File: src/rtl/rod_move_scheduler.sv
// rod_move_scheduler: per-frame motion scheduler for the foosball rods.
// Chooses the controlled rod (one-hot rodSelect, rotated by the switch key
// with a lock-out window) and turns up/down key holds into one signed move
// command per frame for the selected rod.
// Optional build macro: SPEED_RAMP_EN. When defined, the step ramps from
// STEP_MIN to STEP_MAX while a direction is held. When undefined, the step
// is fixed at STEP_MIN and no ramp counter is built.
module rod_move_scheduler #(
    parameter int NUM_RODS           = 4,
    parameter int STEP_MIN           = 1,
    parameter int STEP_MAX           = 8,
    parameter int RAMP_FRAMES        = 4,
    parameter int SWITCH_LOCK_FRAMES = 8
) (
    input  logic                        clk,
    input  logic                        reset,
    input  logic                        startOfFrame,
    input  logic                        key8IsPressed,
    input  logic                        key2IsPressed,
    input  logic                        keySwitchIsPressed,
    input  logic [NUM_RODS-1:0]         limitTop,
    input  logic [NUM_RODS-1:0]         limitBottom,
    output logic [NUM_RODS-1:0]         rodSelect,
    output logic                        moveValid,
    output logic [$clog2(NUM_RODS)-1:0] moveRod,
    output logic signed [4:0]           moveDelta,
    output logic [3:0]                  curStep
);

    localparam int IDX_W  = $clog2(NUM_RODS);
    localparam int LOCK_W = $clog2(SWITCH_LOCK_FRAMES + 1);
    localparam logic [3:0] STEP_MIN_C = 4'(STEP_MIN);

    typedef enum logic [1:0] {
        IDLE = 2'd0,
        UP   = 2'd1,
        DOWN = 2'd2
    } state_t;

    state_t              state_q, state_d;
    logic [NUM_RODS-1:0] rod_sel_q, rod_sel_d;
    logic [IDX_W-1:0]    sel_idx_q, sel_idx_d;
    logic [LOCK_W-1:0]   lock_q, lock_d;
    logic                pend_q, pend_d;
    logic                ksw_q;
    logic                mv_valid_q, mv_valid_d;
    logic [IDX_W-1:0]    mv_rod_q, mv_rod_d;
    logic [4:0]          mv_delta_q, mv_delta_d;

    logic                req_up;
    logic                req_dn;
    logic                blocked;
    logic                sw_edge;
    state_t              want_state;
    logic [3:0]          emit_step;
    logic [4:0]          step_ext;

    // Conflicting keys cancel each other out.
    assign req_up     = key8IsPressed & ~key2IsPressed;
    assign req_dn     = key2IsPressed & ~key8IsPressed;
    assign want_state = req_up ? UP : DOWN;
    // A move toward a boundary the selected rod already touches is suppressed.
    assign blocked    = (req_up & (|(limitTop & rod_sel_q)))
                      | (req_dn & (|(limitBottom & rod_sel_q)));
    assign sw_edge    = keySwitchIsPressed & ~ksw_q;
    assign step_ext   = {1'b0, emit_step};

`ifdef SPEED_RAMP_EN
    localparam int RAMP_W = (RAMP_FRAMES > 1) ? $clog2(RAMP_FRAMES) : 1;
    localparam logic [3:0]        STEP_MAX_C = 4'(STEP_MAX);
    localparam logic [RAMP_W-1:0] RAMP_LAST  = RAMP_W'(RAMP_FRAMES - 1);

    logic [3:0]        step_q, step_d;
    logic [RAMP_W-1:0] ramp_q, ramp_d;
    logic [RAMP_W-1:0] base_ramp;
    logic              entering;

    // Entering a direction (from IDLE or a reversal) restarts the ramp, and
    // that entry frame already counts as the first held frame.
    assign entering  = (state_q != want_state);
    assign emit_step = entering ? STEP_MIN_C : step_q;
    assign base_ramp = entering ? '0 : ramp_q;
    assign curStep   = step_q;

    // Step magnitude and ramp counter registers.
    always_ff @(posedge clk) begin
        if (reset) begin
            step_q <= STEP_MIN_C;
            ramp_q <= '0;
        end else begin
            step_q <= step_d;
            ramp_q <= ramp_d;
        end
    end
`else
    assign emit_step = STEP_MIN_C;
    assign curStep   = STEP_MIN_C;
`endif

    // State and command registers; reset beats everything, including a frame strobe.
    always_ff @(posedge clk) begin
        if (reset) begin
            state_q    <= IDLE;
            rod_sel_q  <= NUM_RODS'(1);
            sel_idx_q  <= '0;
            lock_q     <= '0;
            pend_q     <= 1'b0;
            ksw_q      <= 1'b0;
            mv_valid_q <= 1'b0;
            mv_rod_q   <= '0;
            mv_delta_q <= '0;
        end else begin
            state_q    <= state_d;
            rod_sel_q  <= rod_sel_d;
            sel_idx_q  <= sel_idx_d;
            lock_q     <= lock_d;
            pend_q     <= pend_d;
            ksw_q      <= keySwitchIsPressed;
            mv_valid_q <= mv_valid_d;
            mv_rod_q   <= mv_rod_d;
            mv_delta_q <= mv_delta_d;
        end
    end

    // Frame processing: lock countdown, pending rod switch, then direction FSM.
    always_comb begin
        state_d    = state_q;
        rod_sel_d  = rod_sel_q;
        sel_idx_d  = sel_idx_q;
        lock_d     = lock_q;
        pend_d     = pend_q;
        mv_valid_d = 1'b0;
        mv_rod_d   = mv_rod_q;
        mv_delta_d = mv_delta_q;
`ifdef SPEED_RAMP_EN
        step_d     = step_q;
        ramp_d     = ramp_q;
`endif
        if (startOfFrame) begin
`ifdef SPEED_RAMP_EN
            // Any frame without a move restarts the ramp; the move path overrides.
            step_d = STEP_MIN_C;
            ramp_d = '0;
`endif
            if (lock_q != '0) begin
                lock_d = lock_q - LOCK_W'(1);
            end
            if (pend_q) begin
                rod_sel_d = {rod_sel_q[NUM_RODS-2:0], rod_sel_q[NUM_RODS-1]};
                sel_idx_d = (sel_idx_q == IDX_W'(NUM_RODS - 1)) ? '0 : sel_idx_q + IDX_W'(1);
                pend_d    = 1'b0;
                lock_d    = LOCK_W'(SWITCH_LOCK_FRAMES);
                state_d   = IDLE;
            end else if (!req_up && !req_dn) begin
                state_d = IDLE;
            end else if (!blocked) begin
                state_d    = want_state;
                mv_valid_d = 1'b1;
                mv_rod_d   = sel_idx_q;
                mv_delta_d = req_up ? (5'd0 - step_ext) : step_ext;
`ifdef SPEED_RAMP_EN
                if (base_ramp == RAMP_LAST) begin
                    ramp_d = '0;
                    step_d = (emit_step < STEP_MAX_C) ? emit_step + 4'd1 : emit_step;
                end else begin
                    step_d = emit_step;
                    ramp_d = base_ramp + RAMP_W'(1);
                end
`endif
            end
        end
        // Switch presses are only accepted while the lock window is closed.
        if (sw_edge && (lock_q == '0)) begin
            pend_d = 1'b1;
        end
    end

    assign rodSelect = rod_sel_q;
    assign moveValid = mv_valid_q;
    assign moveRod   = mv_rod_q;
    assign moveDelta = mv_delta_q;

endmodule

File: config.mk
export PLATFORM = sky130hd
export DESIGN_NAME = rod_move_scheduler
export DESIGN_NICKNAME = d
export VERILOG_FILES = /design/src/rtl/rod_move_scheduler.sv
export SDC_FILE = /design/constraint.sdc
export NUM_CORES = 1
export LEC_CHECK = 0
export BUFFER_PORTS_ARGS = -buffer_cell sky130_fd_sc_hd__buf_2
export CAP_MARGIN = 25
export CORE_ASPECT_RATIO = 1.75
export CORE_MARGIN = 4
export CORE_UTILIZATION = 30
export CTS_BUF_LIST = sky130_fd_sc_hd__clkbuf_8 sky130_fd_sc_hd__clkbuf_16
export DETAILED_ROUTE_END_ITERATION = 10
export GPL_TIMING_DRIVEN = 0
export MAX_ROUTING_LAYER = met4
export SKIP_CTS_REPAIR_TIMING = 1
export SLEW_MARGIN = 5
export SYNTH_ARGS = -nofsm -noshare
export SYNTH_HDL_FRONTEND = slang
export SYNTH_SLANG_ARGS = --single-unit
File: constraint.sdc
create_clock -name clk -period 1.5 [get_ports clk]
set_clock_uncertainty 0.05 [all_clocks]
set_input_delay 0.225 -clock clk [delete_from_list [all_inputs] [get_ports clk]]
set_output_delay 0.225 -clock clk [all_outputs]
set_load 0.01 [all_outputs]
==> run metrics, run 1 <==
grt met3 use=~3.2%; Fin. Hold Viols=0; Yosys cell types=30; final wirelength=~2.0 mm; register area share after synthesis=just under 40%; CTS Buf Count=3; leakage power=0.532 nW; Core Area=2720 sq um; most used cell, CP=a21oi_1; Worst IR Drop VDD=0.892 mV; Hold Crit Class=in2reg; Post-route DRC=0; maximum clock frequency=between 600 and 700 MHz; CTS tree=built; CP max stage delay=between 0.5 and 0.6 ns; P&R area growth vs syn=32.2%; GR peak layer=met2; fin crit share=just under 100%; Crit path max-delay family=simple AND/OR/NAND/NOR gates; CP Capture Point=lock_q[3]; first-pass GRT wire length=~3.2 mm; Routed WL per cell=approximately 12 microns; Vias/cell=4.88; FP Rows=25; setup violators final=0; largest net degree at the start of global routing=11; clock sinks=17; final core occ=a little over two fifths; worst r2r path cells=5; CP Depth=5; clk root buf=clkbuf_8; CP Launch Point=lock_q[0]; PortBufs=25; Max Cap Viol=0; Pre-antenna DRT Iters=4; Reg-to-Reg Start=lock_q[0]; Mapped Area=roughly 860 sq um; FF-to-FF End=lock_q[3]; DPL Wire Length=about 1.5 mm; synth warn=0; routability cong.=just under 0.7; Crit. End Element=register; Chip Height=about 79 microns; buffer levels on the longest clock path=2; Initial Util=between 30% and 40%; synthesized area per cell=between 8 and 9 sq um; CP Launch Type=register; met1 Use GR=10.2%; share of post-route cells with drive strength above 1=about 42%; Top Ports=30; CP cell instances=buf_4 -> or4b_4 -> nor3_2 -> a21oi_1 -> a21oi_1; Worst Path Arrival=about 1.6 ns; RSZ-0062 raised after global routing=no; status=complete, no violations; flop-to-flop setup slack=a little over 0.04 ns; synthesized flop and latch total=17; clock latency on the worst-skew pair=between 0.2 and 0.3 ns; max-slew violations=0; met2 usage=between 10% and 20%; Post-synth EDFFs=0; slowest stage cell, crit path=or4b_4; required time of the critical path=about 1.6 ns; Max FO, Critical Path=3; synthesized instance count=~100; PD cells=roughly 1500 nW/um^2; CTS H-tree lvls=1; initial drt markers=26; Yosys top cell area share=39.7%; grt ovf=0; total track usage=11.1%; vias in the first global route=772; post-layout min period=between 1 and 1.5 ns; cell accounting for the most synthesized area=dfxtp_1; Synth Flop Type=dfxtp_1; n_diodes=0; nets=around 150; leading cell types by total area after synthesis=dfxtp_1 40%, buf_4 7.9%, a21oi_1 6.4%; asr flop ratio synth=0%; Die Width=roughly 48 microns; final setup TNS=0 ns; initial antenna violation count=0; Final ANT Viol Nets=0; die area=between 3000 and 4000 sq um; CP bufs+invs=1; Setup Crit Path Kind=reg2reg; vias post-DR=roughly 800; Worst-path clk slew=around 0.070 ns
routing by layer:
| layer | wire (microns) | vias to the layer above |
|---|---|---|
| li1 | - | 404 |
| met1 | 708 | 360 |
| met2 | 1080 | 22 |
| met3 | 126 | 5 |
| met4 | 53 | 0 |
| met5 | 0 | - |
worst min-delay path by stage:
stage | startpoint | end | cells after the start
2_1_floorplan | reset | ksw_q | 1
3_3_place_gp | reset | ksw_q | 2
3_5_place_dp | reset | ksw_q | 2
4_1_cts | reset | ksw_q | 2
5_1_grt | reset | ksw_q | 2
6_report | reset | ksw_q | 2
power breakdown:
group          internal [mW]  switching [mW]
clock network          0.185           0.165
registers              0.537          0.0780
logic                  0.386           0.299
final cells by class:
type / instances / area (sq um)
multi-input cells: 68 / 450
clock inverters: 1 / 5.00
clock buffers: 3 / 41.3
inverters: 7 / 26.3
flip-flops and latches: 17 / 347
fillers: 291 / 1590
plain buffers: 11 / 83.8
well taps: 27 / 33.8
repair buffers: 28 / 148
Yosys cell counts (2+ instances only):
| cell type | count |
|---|---|
| a21o_1 | 2 |
| a21oi_1 | 11 |
| a22o_1 | 4 |
| buf_4 | 9 |
| conb_1 | 2 |
| dfxtp_1 | 17 |
| ha_1 | 4 |
| inv_1 | 6 |
| mux2i_1 | 2 |
| nand2_1 | 14 |
| nand3_1 | 7 |
| nor2_1 | 4 |
| or3_1 | 2 |
through the flow:
step                      instances  setup slack (ns)  power (mW)  instance area [sq um]  hold WS (ns)
after floorplan                 103            0.0259       0.989                    866         0.247
after global placement          155           -0.0484        1.09                   1020         0.374
after detailed placement        155            -0.124        1.12                   1020         0.379
after CTS                       159            -0.141        1.47                   1070         0.110
after global routing            162          0.000850        1.76                   1130         0.123
final                           162            0.0406        1.65                   1130         0.107
flip-flops by register name, indices dropped and copies added (netlist names):
register	count
lock_q	4
moveRod	2
rodSelect	4
ksw_q	1
moveValid	1
pend_q	1
moveDelta	2
sel_idx_q	2
cells by family (layout without fill, tap and decap cells):
| logic type | count (synthesis) | after routing | share of synthesized area (%) |
|---|---|---|---|
| flip-flops | 17 | 17 | 39.7 |
| multiplexers | 2 | 2 | 2.33 |
| AO/OA/AOI/OAI | 22 | 22 | 16.6 |
| buffers and inverters | 18 | 50 | 12.8 |
| other | 2 | 4 | 0.875 |
| adder cells (fa/ha/maj) | 4 | 4 | 5.83 |
| AND/OR/NAND/NOR | 36 | 36 | 21.9 |
cells in the final DEF (no fill, tap or decap), drive strengths merged:
cell type   n
or4b        1
inv         7
and2        1
conb        4
nor3        2
nand4b      1
nor3b       1
nand2      14
clkbuf      3
dfxtp      17
clkinv      1
nor2b       1
a21oi      11
o21ai       2
o221a       1
nor2        4
ha          4
o21a        1
nand3       7
a32oi       1
and4        1
a21o        2
a22o        4
or3         2
buf        39
mux2i       2
nand2b      1
Note: power is estimated with default switching activity, not from simulation.
==> inputs of run 2 (changes only) <==
--- a/config.mk
+++ b/config.mk
@@ -6,7 +6,6 @@
 export NUM_CORES = 1
 export LEC_CHECK = 0
 export BUFFER_PORTS_ARGS = -buffer_cell sky130_fd_sc_hd__buf_2
-export CAP_MARGIN = 25
 export CORE_ASPECT_RATIO = 1.75
 export CORE_MARGIN = 4
 export CORE_UTILIZATION = 30
@@ -14,6 +13,7 @@
 export DETAILED_ROUTE_END_ITERATION = 10
 export GPL_TIMING_DRIVEN = 0
 export MAX_ROUTING_LAYER = met4
+export REMOVE_ABC_BUFFERS = 1
 export SKIP_CTS_REPAIR_TIMING = 1
 export SLEW_MARGIN = 5
 export SYNTH_ARGS = -nofsm -noshare
==> run 2 against run 1 <==
  * Core utilization is 4.0 points lower
  * Sequential power rose by 2%
  * Setup slack got worse by 0.0033 ns
  * Die area unchanged
  * Critical endpoint is now lock_q[1]
  * Largest cell class unchanged
  * Highest routed layer unchanged
==> run metrics, run 2 (synthesized netlist as in run 1, its figures left out) <==
initial antenna violation count=0 (unchanged); RSZ-0062 raised after global routing=yes; leakage power=0.464 nW (-13%); largest net degree at the start of global routing=13 (+2); total track usage=9.56% (-1.5 points); most frequent cells in the layout=25 x buf_2, 15 x dfxtp_1, 14 x nand2_1, 10 x a21oi_1, 7 x nand3_1; Hold Path Sink=ksw_q; CTS tree=built; worst r2r path cells=6 (+1); worst hold slack=0.149 ns (+0.0418 ns); placed cell areas=941 sq um (-8.2%); FP Rows=25 (unchanged); FF-to-FF End=lock_q[1]; Crit. End Element=register; vias in the first global route=716 (-7.3%); flop-to-flop setup slack=0.04 ns (about the same); Hold Crit Class=in2reg; CP Launch Point=lock_q[1]; Final Cell Area=1030 sq um (-9.6%); Int Power=1.03 mW (-6.6%); Worst Hold Path Cells=2 (unchanged); Worst IR Drop VDD=0.996 mV (+12%); nets=141 (-8.4%); Crit path max-delay family=simple AND/OR/NAND/NOR gates; Core Area=2720 sq um (unchanged); Flop pwr share=40.4% (+3.1 points); Sw Pwr=0.515 mW (-4.9%); worst setup margin=0.0373 ns (-0.00330 ns); maximum clock frequency=684 MHz (-0.23%); vias post-DR=752 (-4.9%); initial drt markers=18 (-31%); met3 WL=83 microns (-34%); Top Ports=30 (unchanged); hold_sp=keySwitchIsPressed; n_diodes=0 (unchanged); fillers=292 (+0.34%); Max Used Layer=met4; Final ANT Viol Nets=0 (unchanged); die area=3810 sq um (unchanged); Comb power frac=37.5% (-4.0 points); share of post-route cells with drive strength above 1=34.4% (-7.8 points); CP cell instances=inv_2 -> ha_4 -> nor3b_4 -> or3_1 -> a21o_1 -> a21oi_2; Chip Height=78.8 microns (unchanged); Total Power=1.55 mW (-6.1%); CP Depth=6 (+1); Reg-to-Reg Start=lock_q[1]; dpl cells=144 (-7.1%); share of power burned in the clock network=22.2% (+1.0 points); Max FO, Critical Path=5 (+2); Initial Util=31.5% (unchanged); Worst Path Arrival=1.60 ns (about the same); CTS H-tree lvls=1 (unchanged); Setup WS pre-CTS=-0.0945 ns (+0.0294 ns); clock latency on the worst-skew pair=0.25 ns (about the same); clk root buf=clkbuf_8; Final Instance Count excl. Fillers=149 (-8.0%); final wirelength=1.81 mm (-8.1%); post-layout min period=1.46 ns (+0.00330 ns); PortBufs=25 (unchanged); Fin. Hold Viols=0 (unchanged); grt ovf=0 (unchanged); Post-route DRC=0 (unchanged); required time of the critical path=1.64 ns (about the same); Vias/cell=5.05 (+3.4%); buffer levels on the longest clock path=2 (unchanged); CTS Buf Count=3 (unchanged); fin crit share=97.5% (+0.22 points); CP Launch Type=register; clock sinks=17 (unchanged); met2 WL post-DR=1.05 mm (-2.9%); PD cells=1510 nW/um^2 (+3.9%); commonest non-fill, non-tap cell in the layout=buf_2; M1 WL=629 microns (-11%); max-slew violations=0 (unchanged); DPL Wire Length=1.36 mm (-11%); P&R area growth vs syn=19.5%; CP bufs+invs=1 (unchanged); Routed WL per cell=12.1 microns (-0.13%); first-pass GRT wire length=2.88 mm (-11%); Worst-path clk slew=0.07 ns (about the same); CP max stage delay=0.36 ns (-0.18 ns); slowest stage cell, crit path=dfxtp_2; Max Cap Viol=0 (unchanged); setup violators final=0 (unchanged); Die Width=48.4 microns (unchanged); Pre-antenna DRT Iters=4 (unchanged); status=complete, no violations; switching part of the total=33.2% (+0.40 points); routability cong.=0.672 (-0.31%); Setup Crit Path Kind=reg2reg
run 2: per-layer routing:
metal	vias up	GRT usage (%)
met1	350	8.34
met4	0	6.65
li1	378	-
met3	5	2.06
met5	-	-
met2	19	17.5
run 2: worst max-delay path by stage:
stage / to
finish: lock_q[1]
detailed placement: lock_q[1]
floorplan: lock_q[0]
global placement: lock_q[0]
CTS: lock_q[1]
global route: lock_q[1]
run 2: cell type report:
class / count / area, sq um / share of cell area, %
timing repair buffer: 26 / 133 / 12.9
inverter: 7 / 26.3 / 2.56
tap: 27 / 33.8 / 3.29
multi-input combinational: 68 / 444 / 43.3
clock inverter: 1 / 5.00 / 0.488
sequential: 17 / 343 / 33.4
clock buffer: 3 / 41.3 / 4.02
run 2: worst register-to-register path, cell delays in order, from the launching register on:
cell and delay, ns:
dfxtp_2 0.36, inv_2 0.05, ha_4 0.17, nor3b_4 0.16, or3_1 0.32, a21o_1 0.19
a21oi_2 0.10
run 2: through the flow:
step           setup TNS [ns]  util (%)
3_5_place_dp           -0.178      34.6
5_1_grt               -0.0429      37.7
3_3_place_gp          -0.0831      34.6
4_1_cts                -0.210      36.3
2_1_floorplan               0         -
6_report                    0      37.7
run 2: power groups by stage:
stage	clock (mW)	combinational (mW)	sequential, mW
floorplan	0	0.326	0.615
global placement	0	0.421	0.618
detailed placement	0	0.444	0.621
CTS	0.354	0.445	0.610
global route	0.373	0.633	0.645
finish	0.343	0.580	0.625
==> inputs of run 3 (changes only) <==
--- a/config.mk
+++ b/config.mk
@@ -5,6 +5,7 @@
 export SDC_FILE = /design/constraint.sdc
 export NUM_CORES = 1
 export LEC_CHECK = 0
+export ABC_AREA = 1
 export BUFFER_PORTS_ARGS = -buffer_cell sky130_fd_sc_hd__buf_2
 export CORE_ASPECT_RATIO = 1.75
 export CORE_MARGIN = 4
==> run 3 against run 2 <==
  * Power shrank 7.2%
  * Count of clock-buffer cells in the layout is the same
  * Die area grew 2.9%
  * Fmax grew 12%
  * Highest routed layer unchanged
  * Cell count grew 15%
==> run metrics, run 3 <==
top-count cell post-synth=nand2_1; flop-to-flop setup slack=0.20 ns (+0.16 ns); FP Rows=25 (unchanged); FF-to-FF End=lock_q[3]; Synth Flop Type=dfxtp_1; Final Instance Count excl. Fillers=171 (+15%); routability cong.=0.691 (+2.8%); Core Area=2780 sq um (+2.3%); placed cell areas=986 sq um (+4.8%); CTS tree=built; post-layout min period=1.30 ns (-0.158 ns); synthesized area per cell=7.21 sq um (-15%); fillers=290 (-0.68%); worst r2r path cells=7 (+1); vias post-DR=765 (+1.7%); final wirelength=1.77 mm (-2.1%); vias in the first global route=745 (+4.1%); Routed WL per cell=10.3 microns (-15%); Post-route DRC=0 (unchanged); most instantiated cells after synthesis=25 x nand2_1, 17 x dfxtp_1, 17 x nor2_1; total track usage=10.3% (+0.76 points); Worst Hold Path Cells=3 (+1); Crit. End Element=register; area occupied by multi-input gates=427 sq um (-3.9%); initial antenna violation count=0 (unchanged); register area share after synthesis=38.4% (-1.3 points); synth warn=0 (unchanged); RSZ-0062 raised after global routing=no; maximum clock frequency=767 MHz (+12%); cell accounting for the most synthesized area=dfxtp_1; Vias/cell=4.47 (-11%); initial drt markers=7 (-11); Die Width=49.1 microns (+1.4%); Pre-antenna DRT Iters=4 (unchanged); grt ovf=0 (unchanged); worst hold slack=0.149 ns (+0.0000350 ns); Initial Util=31.9% (+0.32 points); Final Cell Area=1030 sq um (+0.61%); status=complete, no violations; max-slew violations=0 (unchanged); largest net degree at the start of global routing=12 (-1); Reg area=340 sq um (-0.73%); first-pass GRT wire length=3.10 mm (+7.7%); synthesized instance count=123 (+22%); CTS H-tree lvls=1 (unchanged); n_diodes=0 (unchanged); required time of the critical path=1.59 ns (-0.05 ns); Worst Path Arrival=1.40 ns (-0.20 ns); share of post-route cells with drive strength above 1=27.8% (-6.6 points); DPL Wire Length=1.48 mm (+8.8%); final core occ=37.1% (-0.62 points); Worst-path clk slew=0.07 ns (about the same); Final ANT Viol Nets=0 (unchanged); CP max stage delay=0.33 ns (-0.03 ns); Reg-to-Reg Start=lock_q[0]; clk root buf=clkbuf_8; Setup Crit Path Kind=reg2reg; most used cell, CP=nand2_1; die area=3930 sq um (+2.9%); PD cells=1390 nW/um^2 (-7.7%); Yosys top cell area share=38.4% (-1.3 points); Hold Path Sink=ksw_q; CTS Buf Count=3 (unchanged); final setup TNS=0 ns (unchanged); Worst IR Drop VDD=0.658 mV (-34%); PortBufs=25 (unchanged); CP cell instances=inv_1 -> ha_1 -> nand2_1 -> nand2_2 -> o21ai_1 -> nand2_1 -> o21a_1; synthesized flop and latch total=17 (unchanged); leading cell types by total area after synthesis=dfxtp_1 38%, nand2_1 11%, nor2_1 7.2%; asr flop ratio synth=0% (unchanged); Max FO, Critical Path=3 (-2); Mapped Area=887 sq um (+3.4%); hold_sp=keySwitchIsPressed; P&R area growth vs syn=16.4%; dpl cells=167 (+16%); buffer levels on the longest clock path=2 (unchanged); fin crit share=87.0% (-11 points); slowest stage cell, crit path=dfxtp_1; Post-synth EDFFs=0 (unchanged); CP Launch Type=register; Chip Height=79.9 microns (+1.5%); Fin. Hold Viols=0 (unchanged); clock sinks=17 (unchanged); setup violators final=0 (unchanged); leakage power=0.527 nW (+14%); Top Ports=30 (unchanged); Max Cap Viol=0 (unchanged); clock latency on the worst-skew pair=0.25 ns (about the same); most frequent cells in the layout=25 x nand2_1, 25 x buf_2, 17 x nor2_1, 17 x dfxtp_1, 13 x inv_1; Yosys cell types=23 (-23%); Hold Crit Class=in2reg; nets=163 (+16%)
==> run 3: cell count changes after synthesis, sizes merged, moves of 2 or more <==
| cell | previous run | this run |
|---|---|---|
| a21o | 2 | 0 |
| a21oi | 11 | 6 |
| a22o | 4 | 0 |
| buf | 11 | 9 |
| inv | 7 | 16 |
| mux2i | 2 | 0 |
| nand2 | 14 | 30 |
| nand3 | 7 | 4 |
| nand4 | 0 | 3 |
| nor2 | 4 | 18 |
| o21ai | 2 | 8 |
| or3 | 2 | 0 |
==> run 3: report_power, final <==
part	internal [mW]	leakage (nW)	switching (mW)
logic	0.200	0.363	0.300
registers	0.539	0.139	0.0687
clock network	0.184	0.0255	0.147
total	0.922	0.527	0.515
==> run 3: per-layer routing <==
| layer | vias up | GRT usage, % | part of all wire [%] | wire [microns] |
|---|---|---|---|---|
| met5 | - | - | 0 | 0 |
| met4 | 0 | 5.13 | 1.4 | 25 |
| met3 | 2 | 2.06 | 6.3 | 111 |
| met2 | 20 | 20.0 | 55 | 979 |
| met1 | 332 | 9.20 | 37 | 649 |
| li1 | 411 | - | - | - |
==> run 3: through the flow <==
| stage | worst slack [ns] | power [mW] |
|---|---|---|
| finish | 0.196 | 1.44 |
| global route | 0.0815 | 1.57 |
| CTS | 0.172 | 1.47 |
| detailed placement | 0.186 | 1.12 |
| global placement | 0.219 | 1.10 |
| floorplan | 0.297 | 0.983 |
==> run 3: critical path, delay by kind of cell, from the launching register on <==
family	cells	cell delay [ns]
AND/OR/NAND/NOR	3	0.24
buffers and inverters	1	0.07
flip-flops	1	0.33
AO/OA/AOI/OAI	2	0.29
adder cells (fa/ha/maj)	1	0.23
==> run 3: logic make-up after synthesis <==
| logic type | Yosys count | synth area share [%] |
|---|---|---|
| XOR/XNOR | 1 | 0.987 |
| buffers and inverters | 26 | 14.4 |
| AND/OR/NAND/NOR | 58 | 29.8 |
| other | 2 | 0.847 |
| AO/OA/AOI/OAI | 15 | 10.0 |
| flip-flops | 17 | 38.4 |
| adder cells (fa/ha/maj) | 4 | 5.64 |
==> run 3: cell type report <==
cell class	instances	area share, %
Multi-Input combinational cell	82	41.3
Sequential cell	17	33.0
Timing Repair Buffer	25	12.1
Inverter	16	5.82
Clock buffer	3	4.00
Tap cell	27	3.27
Clock inverter	1	0.485
==> run 3: how the worst max path moves through the flow <==
stage	startpoint	end	slack, ns	depth (start not counted)
2_1_floorplan	lock_q[0]	lock_q[3]	0.30	7
3_3_place_gp	lock_q[0]	lock_q[3]	0.22	7
3_5_place_dp	lock_q[0]	lock_q[3]	0.19	7
4_1_cts	lock_q[0]	lock_q[3]	0.17	7
5_1_grt	lock_q[0]	lock_q[3]	0.08	7
6_report	lock_q[0]	lock_q[3]	0.20	7
